File: config.mk
export PLATFORM = sky130hd
export DESIGN_NAME = nabp_ramp_fir_filter
export DESIGN_NICKNAME = d
export VERILOG_FILES = /design/src/rtl/nabp_ramp_fir_filter.sv
export SDC_FILE = /design/constraint.sdc
export NUM_CORES = 1
export LEC_CHECK = 0
export ABC_AREA = 1
export CAP_MARGIN = 20
export CORE_MARGIN = 2
export CORE_UTILIZATION = 47
export DETAILED_ROUTE_END_ITERATION = 10
export GPL_ROUTABILITY_DRIVEN = 1
export PLACE_DENSITY_LB_ADDON = 0.25
export SKIP_LAST_GASP = 1
export SLEW_MARGIN = 20
export SYNTH_ARGS = -nofsm -noshare
export SYNTH_HDL_FRONTEND = slang
export SYNTH_SLANG_ARGS = --single-unit
File: constraint.sdc
create_clock -name clk -period 4.2 [get_ports clk]
set_clock_uncertainty 0.15 [all_clocks]
set_input_delay 0.42 -clock clk [delete_from_list [all_inputs] [get_ports clk]]
set_output_delay 0.42 -clock clk [all_outputs]
set_load 0.05 [all_outputs]
File: src/rtl/nabp_ramp_fir_filter.sv
// Streaming symmetric ramp (Ram-Lak) FIR over one projection line at a time; output lags
// the centre sample by HALF+2 advances, line ends are zero-padded via per-slot tags.
module nabp_ramp_fir_filter #(
   parameter int DATA_WIDTH = 8,
   parameter int OUT_WIDTH  = 12,
   parameter int HALF       = 3,
   parameter int COEFF_FRAC = 8,
   parameter logic [(HALF+1)*12-1:0] COEFFS = {-12'sd3, 12'sd0, -12'sd26, 12'sd64}
) (
   input  logic                  clk,
   input  logic                  reset_n,
   input  logic                  in_valid,
   output logic                  in_ready,
   input  logic [DATA_WIDTH-1:0] in_data,
   input  logic                  in_first,
   input  logic                  in_last,
   output logic                  out_valid,
   output logic                  out_first,
   output logic                  out_last,
   output logic [OUT_WIDTH-1:0]  out_data,
   output logic                  busy,
   output logic                  protocol_err
);
   localparam int TAPS = 2*HALF + 1;
   localparam int CW   = 12;
   localparam int PW   = DATA_WIDTH + 2 + CW;
   localparam int SW   = PW + $clog2(HALF+1) + 1;
   localparam int CNTW = $clog2(HALF+3);
   localparam int RSH  = (COEFF_FRAC > 0) ? COEFF_FRAC - 1 : 0;
   localparam logic [CNTW-1:0]      FLUSH_LEN = CNTW'(HALF + 2);
   localparam logic signed [SW-1:0] RND  = SW'((COEFF_FRAC > 0) ? (1 << RSH) : 0);
   localparam logic signed [SW-1:0] OMAX = SW'((1 << (OUT_WIDTH-1)) - 1);
   localparam logic signed [SW-1:0] OMIN = ~OMAX;

   typedef enum logic [1:0] {IDLE, RUN, FLUSH} state_t;

   state_t          state_q, state_d;
   logic [CNTW-1:0] cnt_q, cnt_d;
   logic            accept, advance, start, viol, stray, shift_tag;

   logic [TAPS-1:0]                 tag_q, first_q, last_q;
   logic [TAPS-1:0][DATA_WIDTH-1:0] data_q;
   logic [HALF:0][PW-1:0]           prod_d, prod_q;
   logic                            s1_tag, s1_first, s1_last;
   logic [OUT_WIDTH-1:0]            sat_d;

   assign in_ready  = reset_n && (state_q != FLUSH);
   assign busy      = (state_q != IDLE);
   assign accept    = in_valid && in_ready;
   assign advance   = accept || (state_q == FLUSH);
   assign shift_tag = accept && !stray;

   always_comb begin
      state_d = state_q;
      cnt_d   = cnt_q;
      start   = 1'b0;
      viol    = 1'b0;
      stray   = 1'b0;
      case (state_q)
         IDLE: if (accept) begin
            if (in_first) begin
               start   = 1'b1;
               state_d = in_last ? FLUSH : RUN;
            end else begin
               stray = 1'b1;
            end
         end
         RUN: if (accept) begin
            start = in_first;
            viol  = in_first;
            if (in_last) state_d = FLUSH;
         end
         FLUSH: begin
            cnt_d = cnt_q - CNTW'(1);
            if (cnt_d == '0) state_d = IDLE;
         end
         default: state_d = IDLE;
      endcase
      if (state_d == FLUSH && state_q != FLUSH) cnt_d = FLUSH_LEN;
   end

   // Stage 1: untagged slots read as zero, symmetric pairs pre-added before the multiply.
   always_comb begin
      logic [TAPS-1:0][DATA_WIDTH-1:0] x;
      logic [DATA_WIDTH:0]             p;
      logic signed [PW-1:0]            a, h;
      x      = '0;
      p      = '0;
      a      = '0;
      h      = '0;
      prod_d = '0;
      for (int i = 0; i < TAPS; i++) x[i] = tag_q[i] ? data_q[i] : '0;
      for (int k = 0; k <= HALF; k++) begin
         p = (k == 0) ? {1'b0, x[HALF]} : {1'b0, x[HALF-k]} + {1'b0, x[HALF+k]};
         a = PW'(p);
         h = PW'($signed(COEFFS[k*CW +: CW]));
         prod_d[k] = a * h;
      end
   end

   // Stage 2: full-precision sum, round half up, scale down, clamp to the output range.
   always_comb begin
      logic signed [SW-1:0] acc;
      acc = RND;
      for (int k = 0; k <= HALF; k++) acc = acc + SW'($signed(prod_q[k]));
      acc = acc >>> COEFF_FRAC;
      if (acc > OMAX)      sat_d = OMAX[OUT_WIDTH-1:0];
      else if (acc < OMIN) sat_d = OMIN[OUT_WIDTH-1:0];
      else                 sat_d = acc[OUT_WIDTH-1:0];
   end

   always_ff @(posedge clk) begin
      if (!reset_n) begin
         state_q      <= IDLE;
         cnt_q        <= '0;
         tag_q        <= '0;
         first_q      <= '0;
         last_q       <= '0;
         data_q       <= '0;
         prod_q       <= '0;
         s1_tag       <= 1'b0;
         s1_first     <= 1'b0;
         s1_last      <= 1'b0;
         out_valid    <= 1'b0;
         out_first    <= 1'b0;
         out_last     <= 1'b0;
         out_data     <= '0;
         protocol_err <= 1'b0;
      end else begin
         state_q   <= state_d;
         cnt_q     <= cnt_d;
         out_valid <= 1'b0;
         if (viol || stray) protocol_err <= 1'b1;
         if (advance) begin
            // A line start invalidates everything older in the delay line.
            tag_q     <= {tag_q[TAPS-2:0] & {(TAPS-1){!start}}, shift_tag};
            first_q   <= {first_q[TAPS-2:0], shift_tag & in_first};
            last_q    <= {last_q[TAPS-2:0], shift_tag & in_last};
            data_q    <= {data_q[TAPS-2:0], in_data & {DATA_WIDTH{shift_tag}}};
            prod_q    <= prod_d;
            s1_tag    <= tag_q[HALF] && !viol;
            s1_first  <= first_q[HALF];
            s1_last   <= last_q[HALF];
            out_valid <= s1_tag && !viol;
            out_first <= s1_first;
            out_last  <= s1_last;
            out_data  <= sat_d;
         end
      end
   end
endmodule

==> results of run 1 <==
## cell families after synthesis
group / share of synthesized area
AND/OR/NAND/NOR: 0.219
AO/OA/AOI/OAI: 0.132
buffers and inverters: 0.102
flip-flops: 0.327
adder cells (fa/ha/maj): 0.184
XOR/XNOR: 0.0366
## cells in the mapped netlist (2+ instances only)
cell	instances	share of area
nor2_4	3	0.0043
nor3_1	3	0.0019
nand2_1	197	0.094
or2_2	2	0.0016
fa_1	19	0.048
a21oi_1	82	0.052
dfxtp_1	129	0.33
nand3_1	39	0.025
buf_6	3	0.0043
a31oi_1	3	0.0024
ha_1	86	0.14
buf_4	8	0.0076
o21a_1	3	0.0028
buf_2	15	0.0095
buf_1	2	0.00095
nor2_1	182	0.086
o21ai_0	96	0.061
inv_1	146	0.069
o21bai_1	5	0.0048
xnor2_1	6	0.0066
inv_2	5	0.0024
clkbuf_1	16	0.0076
nand4_1	3	0.0024
xor2_1	27	0.030
o211ai_1	3	0.0028
## sequential cells by signal (all words and copies together) (netlist names)
| name | cells |
|---|---|
| s1_last | 1 |
| out_valid | 1 |
| tag_q | 7 |
| data_q | 56 |
| out_data | 11 |
| protocol_err | 1 |
| last_q | 4 |
| out_last | 1 |
| s1_first | 1 |
| prod_q | 35 |
| out_first | 1 |
| first_q | 4 |
| s1_tag | 1 |
| state_q | 2 |
| cnt_q | 3 |
## worst register-to-register path: stages (launching register included)
cell and delay, ns:
dfxtp_2 0.34, nand2_1 0.05, inv_1 0.05, ha_2 0.18
inv_2 0.04, fa_2 0.39, o21ai_4 0.21, xor2_2 0.19
inv_2 0.08, ha_4 0.26, inv_2 0.03, fa_1 0.50
inv_1 0.05, fa_1 0.55, ha_4 0.24, a21oi_2 0.14
nand2_2 0.09, nand2_2 0.08, nand2_2 0.06, nand2_1 0.06
nand2_1 0.05, nand2_1 0.08, nand2_1 0.05, nand2_1 0.08
nand3_1 0.07, a21oi_1 0.15
## path summary, 6_finish.rpt
| check | start | end |
|---|---|---|
| setup / recovery | tag_q[4]$_SDFFE_PN0N_ | prod_q[35]$_SDFFE_PN0N_ |
| hold / removal | s1_tag$_SDFFE_PN0N_ | out_valid$_SDFF_PN0_ |
| setup reg to reg | tag_q[4]$_SDFFE_PN0N_ | prod_q[35]$_SDFFE_PN0N_ |
| hold reg to reg | s1_tag$_SDFFE_PN0N_ | out_valid$_SDFF_PN0_ |
## through the flow
step	util	hold slack, ns	instances
final	0.565	0.312	1366
after global routing	0.565	0.345	1366
after CTS	0.555	0.313	1361
after detailed placement	0.513	0.309	1327
after global placement	0.513	0.305	1327
after floorplan	-	0.285	1092
## area by class of cell
class	instances	area, µm²	share of cell area
clock buffers	20	447	0.0478
clock inverters	12	148	0.0158
inverters	151	568	0.0608
multi-input cells	768	4740	0.507
flip-flops and latches	129	2590	0.277
well taps	220	275	0.0295
repair buffers	66	582	0.0623
## routing by layer
layer | vias up | global-route usage
li1 | 3542 | -
met1 | 3046 | 0.248
met2 | 75 | 0.351
met3 | 15 | 0.0426
met4 | 0 | 0.0544
met5 | - | 0
## timing repair
action	CTS	global route
resized for setup	11	44
setup buffers	2	5
hold buffers	0	0
pin swaps	6	27
gates cloned	0	0
endpoints found under the setup margin	4	14
hold endpoints to repair	0	0
## power breakdown
part	total, mW	internal (mW)	switching, mW
registers	1.39	1.32	0.0690
clock network	1.49	0.905	0.586
logic	0.713	0.279	0.435
total	3.59	2.50	1.09
==> key figures, run 1 <==
Setup path
  – Highest-delay cell along the critical path: fa_1
  – Crit path top cell by count: nand2_1
  – Worst Path Buf+Inv: 5
  – Crit start category: flip-flop
  – Max stage delay on crit path: 0.55 ns
  – Crit end category: flip-flop
  – R2r setup slk: -0.06 ns
  – Stages on worst setup path: 25
  – Worst-case reg-to-reg path depth: 25
  – Kind of critical path: flip-flop to flip-flop
  – CP required: approximately 4.4 ns
  – Top cell family by delay on the critical path: adder cells
  – Worst-path maximum fanout: 4
  – Arrival time worst endpoint: around 4.5 ns

Floorplanning
  – Core area: about 17000 µm²
  – Number of I/O pins: 31
  – Site row count: 47
  – Initial core utilization: 0.478
  – Die Area: around 18000 µm²
  – Die width: ~130 µm
  – DIE HEIGHT: around 130 µm

Hold path
  – Worst min-delay path class: flip-flop to flip-flop
  – Hold Path Depth: 2

Synthesis
  – Syn Nets: roughly 1200
  – Syn Area/Cell: a little over 7 µm²
  – Synth Instances: ~1100
  – Post-synth cell types: 34
  – Main synth FF type: dfxtp_1
  – Post-synthesis register bit count: 129
  – Sequential share of the synthesized area: 0.327
  – Netlist Area Pre-Place: slightly below 8000 µm²
  – Synthesis Warnings: 0
  – Post-synth EDFFs: 0
  – Async SR Flop Fraction: 0

Timing
  – Final worst-path cycle share: 1.01
  – Worst Tran Pin Value: roughly 0.74 ns
  – Count of final hold-check violations: 0
  – Unrepaired setup endpoints after global routing: yes
  – Sum of negative setup slack: -0.0821 ns
  – Relative slew slack: 0.507
  – Setup Viol. Count Final: 2
  – Post-layout minimum cycle time: 4.26 ns
  – FMAX: 235 MHz
  – Setup ws final: -0.0595 ns
  – Slew Viols, Final: 0

Route
  – Met3 WL post-DR: about 420 µm
  – Post-Route WL: ~17000 µm
  – Drt wl/cell: around 12 µm
  – DRT Pass-1 Iters: 5
  – Vias per cell: slightly below 5
  – Max Used Layer: met4
  – Initial DRC Count: between 300 and 400
  – Met2 wire len: about 8500 µm
  – Metal-1 WL: 7790 µm
  – Via Count: around 6700
  – Antenna viol nets, final: 0
  – Post-route DRC violation count: 0

Finish
  – Layout area overhead: 18.2%
  – Layout cells sized above 1: 0.107
  – Final Instance Area: ~9300 µm²
  – Filler cells: between 1500 and 2000
  – Commonest non-fill, non-tap cells in the layout: 190 x nand2_1, 182 x nor2_1, 142 x inv_1
  – # nets final: 1251
  – Commonest non-fill, non-tap cell in the layout: nand2_1
  – # diodes: 0

Job
  – MaxCap Viol Count: 0

Placement
  – Port bufs: 30
  – Placed wire-length estimate: approximately 12000 µm
  – Setup WS pre-CTS: -0.0820 ns
  – Placed inst area: between 8000 and 9000 µm²
  – Routability cong.: roughly 0.86

Pwr
  – Pleak: 4.62 nW
  – Pwr dens: ~380 nW/µm²
  – Power Total: ~3.6 mW
  – Maximum vdd ir drop: roughly 0.00034 V

Global routing
  – Vias in the first global route: between 6000 and 7000
  – GR Overflow Total: 0
  – Largest net degree at the start of global routing: 103
  – Total Routing Usage GR: 0.200
  – Initial antenna violation count: 0
  – First-pass GRT wire length: 29200 µm

Clock network
  – CTS tree: yes
  – CTS H-tree depth: 4
  – Sink Count: ~130
  – CTS Buf Count: 17
  – Clock tree buffer depth: 2
  – Worst-skew pair later-pin latency: ~0.42 ns
  – Clk root buf: clkbuf_16
  – Clock transition at path regs: ~0.060 ns

Outcome
  – Failing checks: negative setup slack
  – Outcome: complete, but fails checks
Power figures use the tool's default switching activity.
==> run 2: changes to the inputs <==
RECOVER_POWER = 100   (was default)
==> run 2 against run 1 <==
Against the previous run: the flow finishes with violations (max-capacitance violations, max-slew violations, negative setup slack); first-iteration DRC count increased by 2.3%; die area unchanged; non-clock buffer count unchanged; clock-buffer cell count unchanged; clock power about the same; combinational power decreased by 0.8%; register-to-register slack about the same; worst hold slack got worse by 0.0012 ns; worst setup slack about the same; power decreased by 0.17%; largest power group unchanged; global-route usage unchanged; sequential cell count unchanged.
==> key figures, run 2 (synthesis results as in run 1) <==
Outcome
  – Outcome: complete, but fails checks
  – Failing checks: max-capacitance violations, max-slew violations, negative setup slack

Route
  – Post-Route WL: 16900 µm (about the same)
  – Met2 wire len: 8470 µm (-0.47%)
  – Vias per cell: 4.89 (about the same)
  – DRT Pass-1 Iters: 5 (unchanged)
  – Drt wl/cell: 12.4 µm (about the same)
  – Initial DRC Count: 311 (+2.3%)
  – Met3 WL post-DR: 443 µm (+6.0%)
  – Antenna viol nets, final: 0 (unchanged)
  – Post-route DRC violation count: 0 (unchanged)
  – Via Count: 6673 (-0.075%)
  – Max Used Layer: met4
  – Metal-1 WL: 7800 µm (+0.15%)

Finish
  – # diodes: 0 (unchanged)
  – Largest register FFs: 56 (unchanged)
  – Layout area overhead: 18.1%
  – # nets final: 1251 (unchanged)
  – Top reg by flops: data_q
  – Layout cells sized above 1: 0.102 (-0.00524)
  – Regs by FF count: data_q: 56 flops, prod_q: 35 flops, out_data: 11 flops
  – Commonest non-fill, non-tap cell in the layout: nand2_1
  – Commonest non-fill, non-tap cells in the layout: 191 x nand2_1, 182 x nor2_1, 145 x inv_1
  – Post-layout util: 0.565 (-0.000757)

Timing
  – Setup Viol. Count Final: 2 (unchanged)
  – Unrepaired setup endpoints after global routing: yes
  – Post-layout minimum cycle time: 4.26 ns (-0.000181 ns)
  – Setup ws final: -0.0593 ns (+0.000181 ns)
  – Slew Viols, Final: 60 (+60)
  – Worst Tran Pin Value: 2.19 ns (+1.45 ns)
  – Count of final hold-check violations: 0 (unchanged)
  – Final worst-path cycle share: 1.01 (about the same)
  – Relative slew slack: -0.458 (-0.965)
  – FMAX: 235 MHz (about the same)
  – Worst hold margin: 0.311 ns (-0.00117 ns)

Setup path
  – Arrival time worst endpoint: 4.46 ns (about the same)
  – Kind of critical path: flip-flop to flip-flop
  – Crit path top cell by count: nand2_1
  – CP required: 4.40 ns (about the same)
  – Worst-path maximum fanout: 4 (unchanged)
  – Max stage delay on crit path: 0.55 ns (about the same)
  – Crit start category: flip-flop
  – Highest-delay cell along the critical path: fa_1
  – Crit end category: flip-flop

Clock network
  – Clock tree buffer depth: 2 (unchanged)
  – CTS H-tree depth: 4 (unchanged)
  – Clock transition at path regs: 0.06 ns (about the same)
  – CTS tree: yes
  – CTS Buf Count: 17 (unchanged)
  – Clk root buf: clkbuf_16
  – Worst-skew pair later-pin latency: 0.42 ns (about the same)
  – Sink Count: 129 (unchanged)

Placement
  – Routability cong.: 0.864 (unchanged)
  – Placed wire-length estimate: 11800 µm (unchanged)
  – Port bufs: 30 (unchanged)

Hold path
  – Worst min-delay path class: flip-flop to flip-flop

Pwr
  – Combinational Power Share: 0.197 (-0.002)
  – Pwr dens: 384 nW/µm² (about the same)
  – Cell-internal power: 2.50 mW (-0.23%)
  – Sequential share of power: 0.387 (about the same)
  – Clk pwr share: 0.416 (about the same)
  – Pleak: 4.67 nW (+0.94%)
  – Maximum vdd ir drop: 0.000344 V (about the same)
  – Sw Share: 0.304 (+0.000416)
  – Switch Pwr: 1.09 mW (about the same)

Floorplanning
  – Initial core utilization: 0.478 (unchanged)
  – DIE HEIGHT: 134 µm (unchanged)
  – Die width: 134 µm (unchanged)
  – Site row count: 47 (unchanged)
  – Core area: 16500 µm² (unchanged)
  – Die Area: 17900 µm² (unchanged)
  – Number of I/O pins: 31 (unchanged)

Global routing
  – Largest net degree at the start of global routing: 103 (unchanged)
  – GR Overflow Total: 0 (unchanged)
  – Vias in the first global route: 6397 (unchanged)
  – Initial antenna violation count: 0 (unchanged)
  – First-pass GRT wire length: 29200 µm (unchanged)
  – Total Routing Usage GR: 0.200 (unchanged)

Job
  – MaxCap Viol Count: 1 (+1)
## run 2: changes by cell type in the layout (fill, tap and decap cells not counted), sizes merged
cell / before / now
buf: 37 / 36
clkbuf: 20 / 21
clkdlybuf4s50: 29 / 11
dlygate4sd3: 0 / 18
## run 2: critical path, delay by kind of cell (launching register included)
family                   cells  cell delay, ns
AO/OA/AOI/OAI                3            0.49
XOR/XNOR                     1            0.19
adder cells (fa/ha/maj)      6            2.12
buffers and inverters        5            0.25
flip-flops                   1            0.34
AND/OR/NAND/NOR             10            0.67
## run 2: cell type report
class                   count  area (µm²)
fillers                  1561        7190
multi-input cells         768        4730
flip-flops and latches    129        2590
repair buffers             66         578
inverters                 151         568
clock buffers              20         447
well taps                 220         275
clock inverters            12         148
## run 2: power groups by stage
stage          combinational (mW)  clock (mW)  sequential [mW]
2_1_floorplan               0.492           0             1.43
3_3_place_gp                0.677           0             1.41
3_5_place_dp                0.683           0             1.41
4_1_cts                     0.694        1.52             1.39
5_1_grt                     0.814        1.58             1.40
6_report                    0.707        1.49             1.39
## run 2: layer usage
metal  GRT usage  up-vias
met5           0        -
met4      0.0544        0
met3      0.0426       15
met2       0.351       82
met1       0.248     3030
li1            -     3546
## run 2: metrics by stage
stage | std cells | area, µm² | setup WS, ns | setup TNS, ns | total power [mW]
floorplan | 1092 | 7920 | 0.0150 | 0 | 1.92
global placement | 1327 | 8480 | 0.0172 | 0 | 2.09
detailed placement | 1327 | 8480 | -0.0820 | -0.165 | 2.10
CTS | 1361 | 9170 | -0.00640 | -0.00640 | 3.60
global route | 1366 | 9330 | -0.267 | -1.83 | 3.79
finish | 1366 | 9330 | -0.0593 | -0.0818 | 3.59
## run 2: repair_timing
| item | 4_1_cts | 5_1_grt |
|---|---|---|
| hold buffers | 0 | 0 |
| pin swaps | 6 | 27 |
| gates resized for setup | 11 | 44 |
| buffers inserted | 2 | 5 |
| cloned | 0 | 0 |
| endpoints found under the setup margin | 4 | 14 |
## run 2: final timing paths
path / startpoint / endpoint / slack (ns) / depth (start not counted)
max: tag_q[4]$_SDFFE_PN0N_ / prod_q[35]$_SDFFE_PN0N_ / -0.06 / 25
min: s1_tag$_SDFFE_PN0N_ / out_valid$_SDFF_PN0_ / 0.31 / 2
max reg2reg: tag_q[4]$_SDFFE_PN0N_ / prod_q[35]$_SDFFE_PN0N_ / -0.06 / 25
min reg2reg: s1_tag$_SDFFE_PN0N_ / out_valid$_SDFF_PN0_ / 0.31 / 2
==> run 3: changes to the inputs <==
CAP_MARGIN = default   (was 20)
==> results of run 3 <==
The final DEF is identical to that of run 2; final timing and power are the same.
